### config.mk
export PLATFORM = sky130hd
export DESIGN_NAME = series_sum_fsm
export DESIGN_NICKNAME = d
export VERILOG_FILES = /design/src/rtl/series_sum_fsm.sv
export SDC_FILE = /design/constraint.sdc
export NUM_CORES = 1
export LEC_CHECK = 0
export CAP_MARGIN = 20
export CORE_AREA = 2 2 103 85
export DETAILED_ROUTE_END_ITERATION = 12
export DIE_AREA = 0 0 105 87
export SETUP_SLACK_MARGIN = 0.15
export SYNTH_ARGS = -nofsm -noshare
export SYNTH_HDL_FRONTEND = slang
export SYNTH_SLANG_ARGS = --single-unit
export TNS_END_PERCENT = 20
### constraint.sdc
create_clock -name clk -period 4.8 [get_ports clk]
set_input_delay 0.48 -clock clk [delete_from_list [all_inputs] [get_ports clk]]
set_output_delay 0.48 -clock clk [all_outputs]
set_load 0.01 [all_outputs]
### src/rtl/series_sum_fsm.sv
// Four-state Moore FSM that accumulates one series term per cycle (plain, shifted,
// squares, odd numbers) with a sticky saturating sum; all outputs are registered.
module series_sum_fsm #(
    parameter int IN_W  = 4,
    parameter int OUT_W = 10
) (
    input  logic             clk,
    input  logic             rst,
    input  logic             start,
    input  logic             abort,
    input  logic [1:0]       mode,
    input  logic [IN_W-1:0]  n,
    output logic [OUT_W-1:0] sum_out,
    output logic             done,
    output logic             busy,
    output logic             overflow,
    output logic [9:0]       led_out
);

    // Sum width also covers a single square term that may be wider than OUT_W.
    localparam int SW = (OUT_W + 1 > 2 * IN_W + 1) ? OUT_W + 1 : 2 * IN_W + 1;

    typedef enum logic [1:0] {IDLE, LOAD, ACC, DONE} state_t;

    state_t            state;
    logic [1:0]        mode_q;
    logic [IN_W-1:0]   n_q;
    logic [IN_W-1:0]   cnt;
    logic [IN_W-1:0]   idx;
    logic [OUT_W-1:0]  acc;
    logic              ovf;
    logic [2*IN_W-1:0] term;
    logic [2*IN_W-1:0] idx_w;
    logic [SW-1:0]     sum_next;
    logic              sat;

    always_comb begin
        idx_w = {{IN_W{1'b0}}, idx};
        case (mode_q)
            2'b10:   term = idx_w * idx_w;
            2'b11:   term = (idx_w << 1) - {{(2*IN_W-1){1'b0}}, 1'b1};
            default: term = idx_w;
        endcase
        sum_next = SW'(acc) + SW'(term);
        sat      = ovf || (sum_next > SW'({OUT_W{1'b1}}));
    end

    // Outputs decode the state held during the cycle, so they trail the state by one edge.
    always_ff @(posedge clk) begin
        if (rst) begin
            state    <= IDLE;
            mode_q   <= 2'b00;
            n_q      <= '0;
            cnt      <= '0;
            idx      <= '0;
            acc      <= '0;
            ovf      <= 1'b0;
            sum_out  <= '0;
            done     <= 1'b0;
            busy     <= 1'b0;
            overflow <= 1'b0;
            led_out  <= 10'h000;
        end else begin
            done <= (state == DONE);
            busy <= (state == LOAD) || (state == ACC);
            case (state)
                IDLE: led_out <= 10'h000;
                LOAD: begin
                    led_out  <= 10'h001;
                    sum_out  <= '0;
                    overflow <= 1'b0;
                end
                ACC:  led_out <= 10'h003;
                DONE: begin
                    led_out  <= {ovf, 6'b000000, 3'b111};
                    sum_out  <= acc;
                    overflow <= ovf;
                end
                default: led_out <= 10'h000;
            endcase

            case (state)
                IDLE: begin
                    if (start) begin
                        mode_q <= mode;
                        n_q    <= n;
                        state  <= LOAD;
                    end
                end
                LOAD: begin
                    if (abort) begin
                        state <= IDLE;
                    end else begin
                        acc   <= '0;
                        ovf   <= 1'b0;
                        idx   <= (mode_q == 2'b00) ? '0 : {{(IN_W-1){1'b0}}, 1'b1};
                        cnt   <= n_q;
                        state <= (n_q == '0) ? DONE : ACC;
                    end
                end
                ACC: begin
                    if (abort) begin
                        state <= IDLE;
                    end else begin
                        acc <= sat ? {OUT_W{1'b1}} : sum_next[OUT_W-1:0];
                        ovf <= sat;
                        idx <= idx + 1'b1;
                        cnt <= cnt - 1'b1;
                        if (cnt == {{(IN_W-1){1'b0}}, 1'b1})
                            state <= DONE;
                    end
                end
                DONE: begin
                    if (!start)
                        state <= IDLE;
                end
                default: state <= IDLE;
            endcase
        end
    end

endmodule

==> summary.md, run 1 <==
## Logic synthesis
- 0 — Post-synth EDFFs
- 32.6% — area share of the largest cell type after synthesis
- sky130_fd_sc_hd__dfxtp_1 33%, sky130_fd_sc_hd__ha_1 10%, sky130_fd_sc_hd__a21oi_1 7.8%, sky130_fd_sc_hd__nor2_1 4.4%, sky130_fd_sc_hd__nor3b_1 3.4% — main area contributors after synthesis
- 54 — Yosys cell types
- 43 — number of flip-flops and latches in the synthesized netlist
- 2640 um^2 — synthesized cell area
- 8.24 um^2 — mean cell area of the mapped netlist
- 32.6% — proportion of synthesized chip area in sequential cells
- sky130_fd_sc_hd__dfxtp_1 — most common flop cell mapped by yosys
- 320 — gate count of the mapped netlist
- sky130_fd_sc_hd__dfxtp_1 — top cell type by total area after synthesis
- 0 — Yosys Warn Count
- 0% — async set or reset register ratio after synthesis

## Run status
- complete, no violations — status

## Power
- 0.193 mW — sw power
- 54.2% — power share of the sequential group
- 0.100 mV — worst ir drop on vdd
- 13.7% — Comb power frac
- 27.6% — switching power share of the total
- 0.701 mW — total power of the final layout
- 233 nW/um^2 — PD cells
- 1.14 nW — leakage power summed over all cells
- 0.508 mW — internal power component
- 32.1% — proportion of power drawn by the clock network

## Cells and area
- 0 — number of antenna cells inserted
- 43 x sky130_fd_sc_hd__dfxtp_1, 41 x sky130_fd_sc_hd__a21oi_1, 31 x sky130_fd_sc_hd__nor2_1 — commonest cells after routing, fill and taps aside
- sky130_fd_sc_hd__dfxtp_1 — most common cell after layout, fill and taps aside
- 444 — fin cells
- 365 — net count of the finished layout
- 14.1% — Layout area overhead
- 5.12% — share of cells above drive strength 1

## Setup path
- 4.96 ns — data required time at the worst endpoint
- 10 — maximum fanout encountered on the critical timing path
- sky130_fd_sc_hd__dfxtp_1 — cell with the largest stage delay on the worst path
- 1 — count of buffer and inverter cells on the critical path
- 0.53 ns — max incr delay on CP
- compound AO/OA/AOI/OAI gates — family with the most delay on the worst path
- register — critical path capture point type
- idx[2] — startpoint of the most critical setup path
- inv_1 -> nor2_1 -> nand2_1 -> fa_1 -> nor2b_1 -> o21ai_0 -> nand4b_1 -> a21oi_1 -> o21a_1 -> ha_1 -> a21o_1 -> a21oi_1 -> o21ai_2 -> a31oi_4 -> a311oi_1 — worst path cell trace
- idx[2] — Reg-to-Reg Start
- register — CP Launch Type
- sky130_fd_sc_hd__a21oi_1 — Critical Path Most Common Cell
- reg -> reg — Worst Setup Path Type
- 3.71 ns — Arrival @ worst endpoint

## Floorplanning
- 105 um — floorplan die width
- 87 um — vertical die dimension
- 33 — count of pins on the block boundary
- 30 — Core Rows
- 32.2% — initial core utilization
- 8180 um^2 — area of the core
- 9140 um^2 — DIE AREA

## Timing
- no — unrepaired setup endpoints after global routing
- 0 — number of pins with negative max-slew slack in the final report
- 3.55 ns — minimum clock period
- 0.799 ns — measured slew at the worst slew-check pin
- 0 — final hold violations
- 0 — final-report setup violation count
- 282 MHz — highest clock rate
- 0 ns — total negative slack
- 73.9% — final worst-path cycle share
- 0.00321 ns — final setup skew
- 46.7% — worst relative slew slack

## Detailed routing
- 12.5 um — detail-routed net length per standard cell
- 2201 — number of vias in the routed layout
- 0 — remaining antenna violation count after routing
- 122 — number of violations reported at the end of detailed-routing iteration 0
- 0 — number of DRC violations after detailed routing
- 5540 um — total wire length
- 4.96 — Via density
- 4 — Pre-Repair DR Iteration Count

## GRT
- 0 — overflow left after global routing
- 43 — pin count of the biggest net entering global routing
- 2024 — vias in the first global route
- 0 — number of antenna violations at the first check in global routing
- 12.8% — total global-route track usage
- 9630 um — wire length of the first global-routing pass

## Clock network
- 2 — CTS H-tree depth
- 0.08 ns — clock slew at the register clock pins of the worst setup and hold paths
- 2 — Clock Path Buffers
- 0.29 ns — Skew-Pair Late Insertion Delay
- 0 — # resized after CTS
- 0 — Post-CTS Hold Fix Bufs
- sky130_fd_sc_hd__clkbuf_8 — clk root buf
- 5 — number of buffers added by the clock tree synthesis step
- done — CTS tree
- 43 — Sink Count
- 0 — post-CTS setup buffer count

## Min path
- reg -> reg — path class of the lowest-slack min-delay path
- n_q[1] — HP Start

## Placement
- 436 — dpl cells
- 0.826 — routability congestion estimate
- 26 — count of input and output buffers
- 4060 um — half-perimeter wire length after placement

## Flow run
- 0 — number of max-capacitance violations reported

final cells by class:
cell class                      count  area, um^2
Clock buffer                        6        72.6
Clock inverter                      2        12.5
Fill cell                         895        5170
Inverter                           17        63.8
Multi-Input combinational cell    236        1590
Sequential cell                    43         861
Tap cell                          112         140
Timing Repair Buffer               28         275
power groups by stage:
stage               Clock [mW]  Combinational [mW]  Sequential, mW
floorplan                    0              0.0755           0.384
global route             0.250               0.109           0.383
CTS                      0.233              0.0971           0.380
detailed placement           0              0.0967           0.389
finish                   0.225              0.0959           0.380
global placement             0              0.0958           0.388
worst paths after layout:
check	end	slack, ns	cells after the start
hold reg to reg	n_q[1]	0.48	2
hold / removal	n_q[1]	0.48	2
setup reg to reg	acc[6]	1.25	15
setup / recovery	acc[6]	1.25	15
Yosys cell counts (2+ instances only):
master and instances:
sky130_fd_sc_hd__a21oi_1 41, sky130_fd_sc_hd__a21o_1 5, sky130_fd_sc_hd__nand3b_1 2, sky130_fd_sc_hd__xnor2_1 3
sky130_fd_sc_hd__nor3b_1 12, sky130_fd_sc_hd__ha_1 22, sky130_fd_sc_hd__nor4_1 2, sky130_fd_sc_hd__nand2_1 18
sky130_fd_sc_hd__o21a_1 6, sky130_fd_sc_hd__a22oi_1 2, sky130_fd_sc_hd__buf_2 3, sky130_fd_sc_hd__dfxtp_1 43
sky130_fd_sc_hd__a211oi_1 2, sky130_fd_sc_hd__mux2i_1 2, sky130_fd_sc_hd__nor2_1 31, sky130_fd_sc_hd__nor3_1 5
sky130_fd_sc_hd__a311oi_1 9, sky130_fd_sc_hd__o21ai_0 9, sky130_fd_sc_hd__xor2_1 6, sky130_fd_sc_hd__buf_4 7
sky130_fd_sc_hd__nor2b_1 9, sky130_fd_sc_hd__nand3_1 10, sky130_fd_sc_hd__o22ai_1 3, sky130_fd_sc_hd__o211ai_1 2
sky130_fd_sc_hd__fa_1 2, sky130_fd_sc_hd__clkbuf_1 17, sky130_fd_sc_hd__or3_1 2, sky130_fd_sc_hd__inv_1 17
sky130_fd_sc_hd__and2_1 3
per-stage QoR:
stage	setup slack (ns)	area [um^2]	util (%)	hold slack, ns
3_5_place_dp	1.30	2930	35.7	0.473
5_1_grt	0.935	3010	36.8	0.506
2_1_floorplan	1.57	2660	-	0.444
4_1_cts	1.27	3010	36.8	0.487
3_3_place_gp	1.41	2930	35.7	0.464
6_report	1.25	3010	36.8	0.482
state kept, by name, summed over array words and instances, names as in the netlist:
| signal | cells |
|---|---|
| acc | 10 |
| ovf | 1 |
| cnt | 4 |
| idx | 4 |
| state | 2 |
| sum_out | 10 |
| overflow | 1 |
| led_out | 4 |
| n_q | 4 |
| mode_q | 2 |
| busy | 1 |
cells by family (layout without fill, tap and decap cells):
kind of cell | Yosys count | count (layout) | synth area share [%]
multiplexers | 3 | 3 | 1.19
buffers and inverters | 46 | 53 | 7.97
AND/OR/NAND/NOR | 100 | 100 | 19.4
flip-flops | 43 | 43 | 32.6
other | 1 | 6 | 0.142
AO/OA/AOI/OAI | 94 | 94 | 23.7
adder cells (fa/ha/maj) | 24 | 24 | 12.0
XOR/XNOR | 9 | 9 | 2.99
worst reg2reg max path: cells and delay by family, from the launching register on:
| family | cells | cell delay (ns) |
|---|---|---|
| AOI/OAI and AO/OA | 8 | 1.43 |
| buffers and inverters | 1 | 0.15 |
| DFF | 1 | 0.53 |
| adders and majority gates | 2 | 0.76 |
| and+or+nand+nor | 4 | 0.56 |
layer usage:
| layer | wire length [um] | track usage, % |
|---|---|---|
| met5 | 0 | 0 |
| met3 | 275 | 2.99 |
| met2 | 2420 | 20.2 |
| met4 | 37 | 3.27 |
| met1 | 2800 | 17.8 |
Note: power is estimated with default switching activity, not from simulation.
==> run 2, diff against run 1 <==
Clock period 4.8 ns to 3.7 ns, I/O delays scaled along.
==> summary.md, run 2 (same netlist as run 1, synthesis figures left out) <==
## Run status
- complete, no violations — status, unchanged

## GRT
- 1989 — vias in the first global route, was 2024
- 13.0% — total global-route track usage, was 12.8%
- 26 — pin count of the biggest net entering global routing, was 43
- 0 — number of antenna violations at the first check in global routing, unchanged
- 0 — overflow left after global routing, unchanged
- 9600 um — wire length of the first global-routing pass, was 9630 um

## Timing
- 44.7% — worst relative slew slack, was 46.7%
- 0 — final hold violations, unchanged
- 0 ns — total negative slack, unchanged
- 86.9% — final worst-path cycle share, was 73.9%
- 0 — final-report setup violation count, unchanged
- 3.21 ns — minimum clock period, was 3.55 ns
- 0.485 ns — worst path setup slack after routing, was 1.25 ns
- 0.484 ns — worst hold slack after final layout, was 0.482 ns
- 0.829 ns — measured slew at the worst slew-check pin, was 0.799 ns
- 311 MHz — highest clock rate, was 282 MHz
- 0.00366 ns — final setup skew, was 0.00321 ns
- no — unrepaired setup endpoints after global routing, unchanged
- 0 — number of pins with negative max-slew slack in the final report, unchanged

## Setup path
- 3.40 ns — Arrival @ worst endpoint, was 3.71 ns
- 0.43 ns — max incr delay on CP, was 0.53 ns
- register — CP Launch Type, unchanged
- register — critical path capture point type, unchanged
- inv_1 -> nor2_1 -> nand2_1 -> fa_1 -> nor2b_1 -> o21ai_0 -> nand4b_1 -> a21oi_1 -> o21a_1 -> ha_1 -> nand3_1 -> o21ai_4 -> nor3_1 -> a2111oi_1 — worst path cell trace, was inv_1 -> nor2_1 -> nand2_1 -> fa_1 -> nor2b_1 -> o21ai_0 -> nand4b_1 -> a21oi_1 -> o21a_1 -> ha_1 -> a21o_1 -> a21oi_1 -> o21ai_2 -> a31oi_4 -> a311oi_1
- 10 — maximum fanout encountered on the critical timing path, unchanged
- 3.88 ns — data required time at the worst endpoint, was 4.96 ns
- reg -> reg — Worst Setup Path Type, unchanged
- sky130_fd_sc_hd__fa_1 — cell with the largest stage delay on the worst path, was sky130_fd_sc_hd__dfxtp_1

## Detailed routing
- 5610 um — total wire length, was 5540 um
- 0 — remaining antenna violation count after routing, unchanged
- 2168 — number of vias in the routed layout, was 2201
- 91 — number of violations reported at the end of detailed-routing iteration 0, was 122
- 4 — Pre-Repair DR Iteration Count, unchanged
- 4.86 — Via density, was 4.96
- 12.6 um — detail-routed net length per standard cell, was 12.5 um
- 0 — number of DRC violations after detailed routing, unchanged

## Power
- 0.142 mV — worst ir drop on vdd, was 0.100 mV
- 0.916 mW — total power of the final layout, was 0.701 mW
- 300 nW/um^2 — PD cells, was 233 nW/um^2
- 1.15 nW — leakage power summed over all cells, was 1.14 nW

## Cells and area
- 0 — number of antenna cells inserted, unchanged
- 883 — count of filler cells inserted in the layout, was 895
- 37.4% — Finished Core Util, was 36.8%
- 42 x sky130_fd_sc_hd__dfxtp_1, 40 x sky130_fd_sc_hd__a21oi_1, 31 x sky130_fd_sc_hd__nor2_1 — commonest cells after routing, fill and taps aside, was 43 x sky130_fd_sc_hd__dfxtp_1, 41 x sky130_fd_sc_hd__a21oi_1, 31 x sky130_fd_sc_hd__nor2_1
- acc (10), sum_out (10) — registers with the highest flip-flop counts, unchanged
- sky130_fd_sc_hd__dfxtp_1 — most common cell after layout, fill and taps aside, unchanged
- 367 — net count of the finished layout, was 365
- 6.59% — share of cells above drive strength 1, was 5.12%
- 16.0% — Layout area overhead, was 14.1%

## Floorplanning
- 32.2% — initial core utilization, unchanged
- 105 um — floorplan die width, unchanged
- 8180 um^2 — area of the core, unchanged
- 30 — Core Rows, unchanged
- 87 um — vertical die dimension, unchanged
- 33 — count of pins on the block boundary, unchanged
- 9140 um^2 — DIE AREA, unchanged

## Clock network
- 0.30 ns — Skew-Pair Late Insertion Delay, was 0.29 ns
- 0.08 ns — clock slew at the register clock pins of the worst setup and hold paths, about the same
- sky130_fd_sc_hd__clkbuf_8 — clk root buf, unchanged
- 2 — Clock Path Buffers, unchanged
- 5 — number of buffers added by the clock tree synthesis step, unchanged
- 2 — CTS H-tree depth, unchanged
- done — CTS tree, unchanged
- 0 — Post-CTS Hold Fix Bufs, unchanged
- 43 — Sink Count, unchanged

## Flow run
- 0 — number of max-capacitance violations reported, unchanged

## Placement
- 4070 um — half-perimeter wire length after placement, was 4060 um
- 26 — count of input and output buffers, unchanged
- 0.830 — routability congestion estimate, was 0.826
- 0.232 ns — post-place setup slack, was 1.30 ns

## Min path
- reg -> reg — path class of the lowest-slack min-delay path, unchanged

-- run 2: cell types whose count changed in the layout (fill, tap and decap cells not counted), sizes merged --
cell | before | now
a31oi | 1 | 2
buf | 2 | 3
-- run 2: through the flow --
| step | instances | instance area, um^2 |
|---|---|---|
| floorplan | 325 | 2660 |
| global placement | 437 | 2930 |
| detailed placement | 437 | 2930 |
| CTS | 445 | 3020 |
| global route | 446 | 3060 |
| finish | 446 | 3060 |
-- run 2: path summary, 6_finish.rpt --
path	startpoint	to	slack, ns	cells past startpoint
worst min register to register	n_q[1]	n_q[1]	0.48	2
worst max register to register	idx[2]	acc[8]	0.49	14
worst min-delay path	n_q[1]	n_q[1]	0.48	2
worst max-delay path	idx[2]	acc[8]	0.49	14
-- run 2: timing repair --
action | 4_1_cts | 5_1_grt
gates resized for setup | 0 | 6
setup endpoints to repair | 0 | 11
buffers inserted | 0 | 0
-- run 2: layer usage --
layer	part of all wire (%)	GRT usage (%)	vias up
li1	-	-	1150
met1	52	18.2	969
met2	42	19.7	40
met3	4.4	2.69	9
met4	1.7	4.97	0
met5	0	0	-
-- run 2: where the power goes --
group          leakage (nW)  switching (mW)  internal (mW)  total (mW)
Sequential            0.349          0.0172          0.476       0.493
Combinational         0.760          0.0735         0.0506       0.124
Clock                0.0412           0.167          0.132       0.299
Total                  1.15           0.258          0.658       0.916
-- run 2: critical path, delay by kind of cell (launching register included) --
kind            cells  cell delay, ns
buf+inv             1            0.10
simple gates        6            0.76
compound gates      5            1.06
fa+ha+maj           2            0.79
flops               1            0.41
-- run 2: final cells by class --
type	count	area [um^2]	share of cell area, %
multi-input cells	237	1620	53.0
flip-flops and latches	43	865	28.3
repair buffers	29	283	9.24
well taps	112	140	4.58
clock buffers	6	72.6	2.37
inverters	17	63.8	2.09
clock inverters	2	12.5	0.409
==> run 3, diff against run 2 <==
Settings changed: SLEW_MARGIN set to 30.
==> results of run 3 <==
The final DEF is identical to that of run 2; final timing and power are the same.
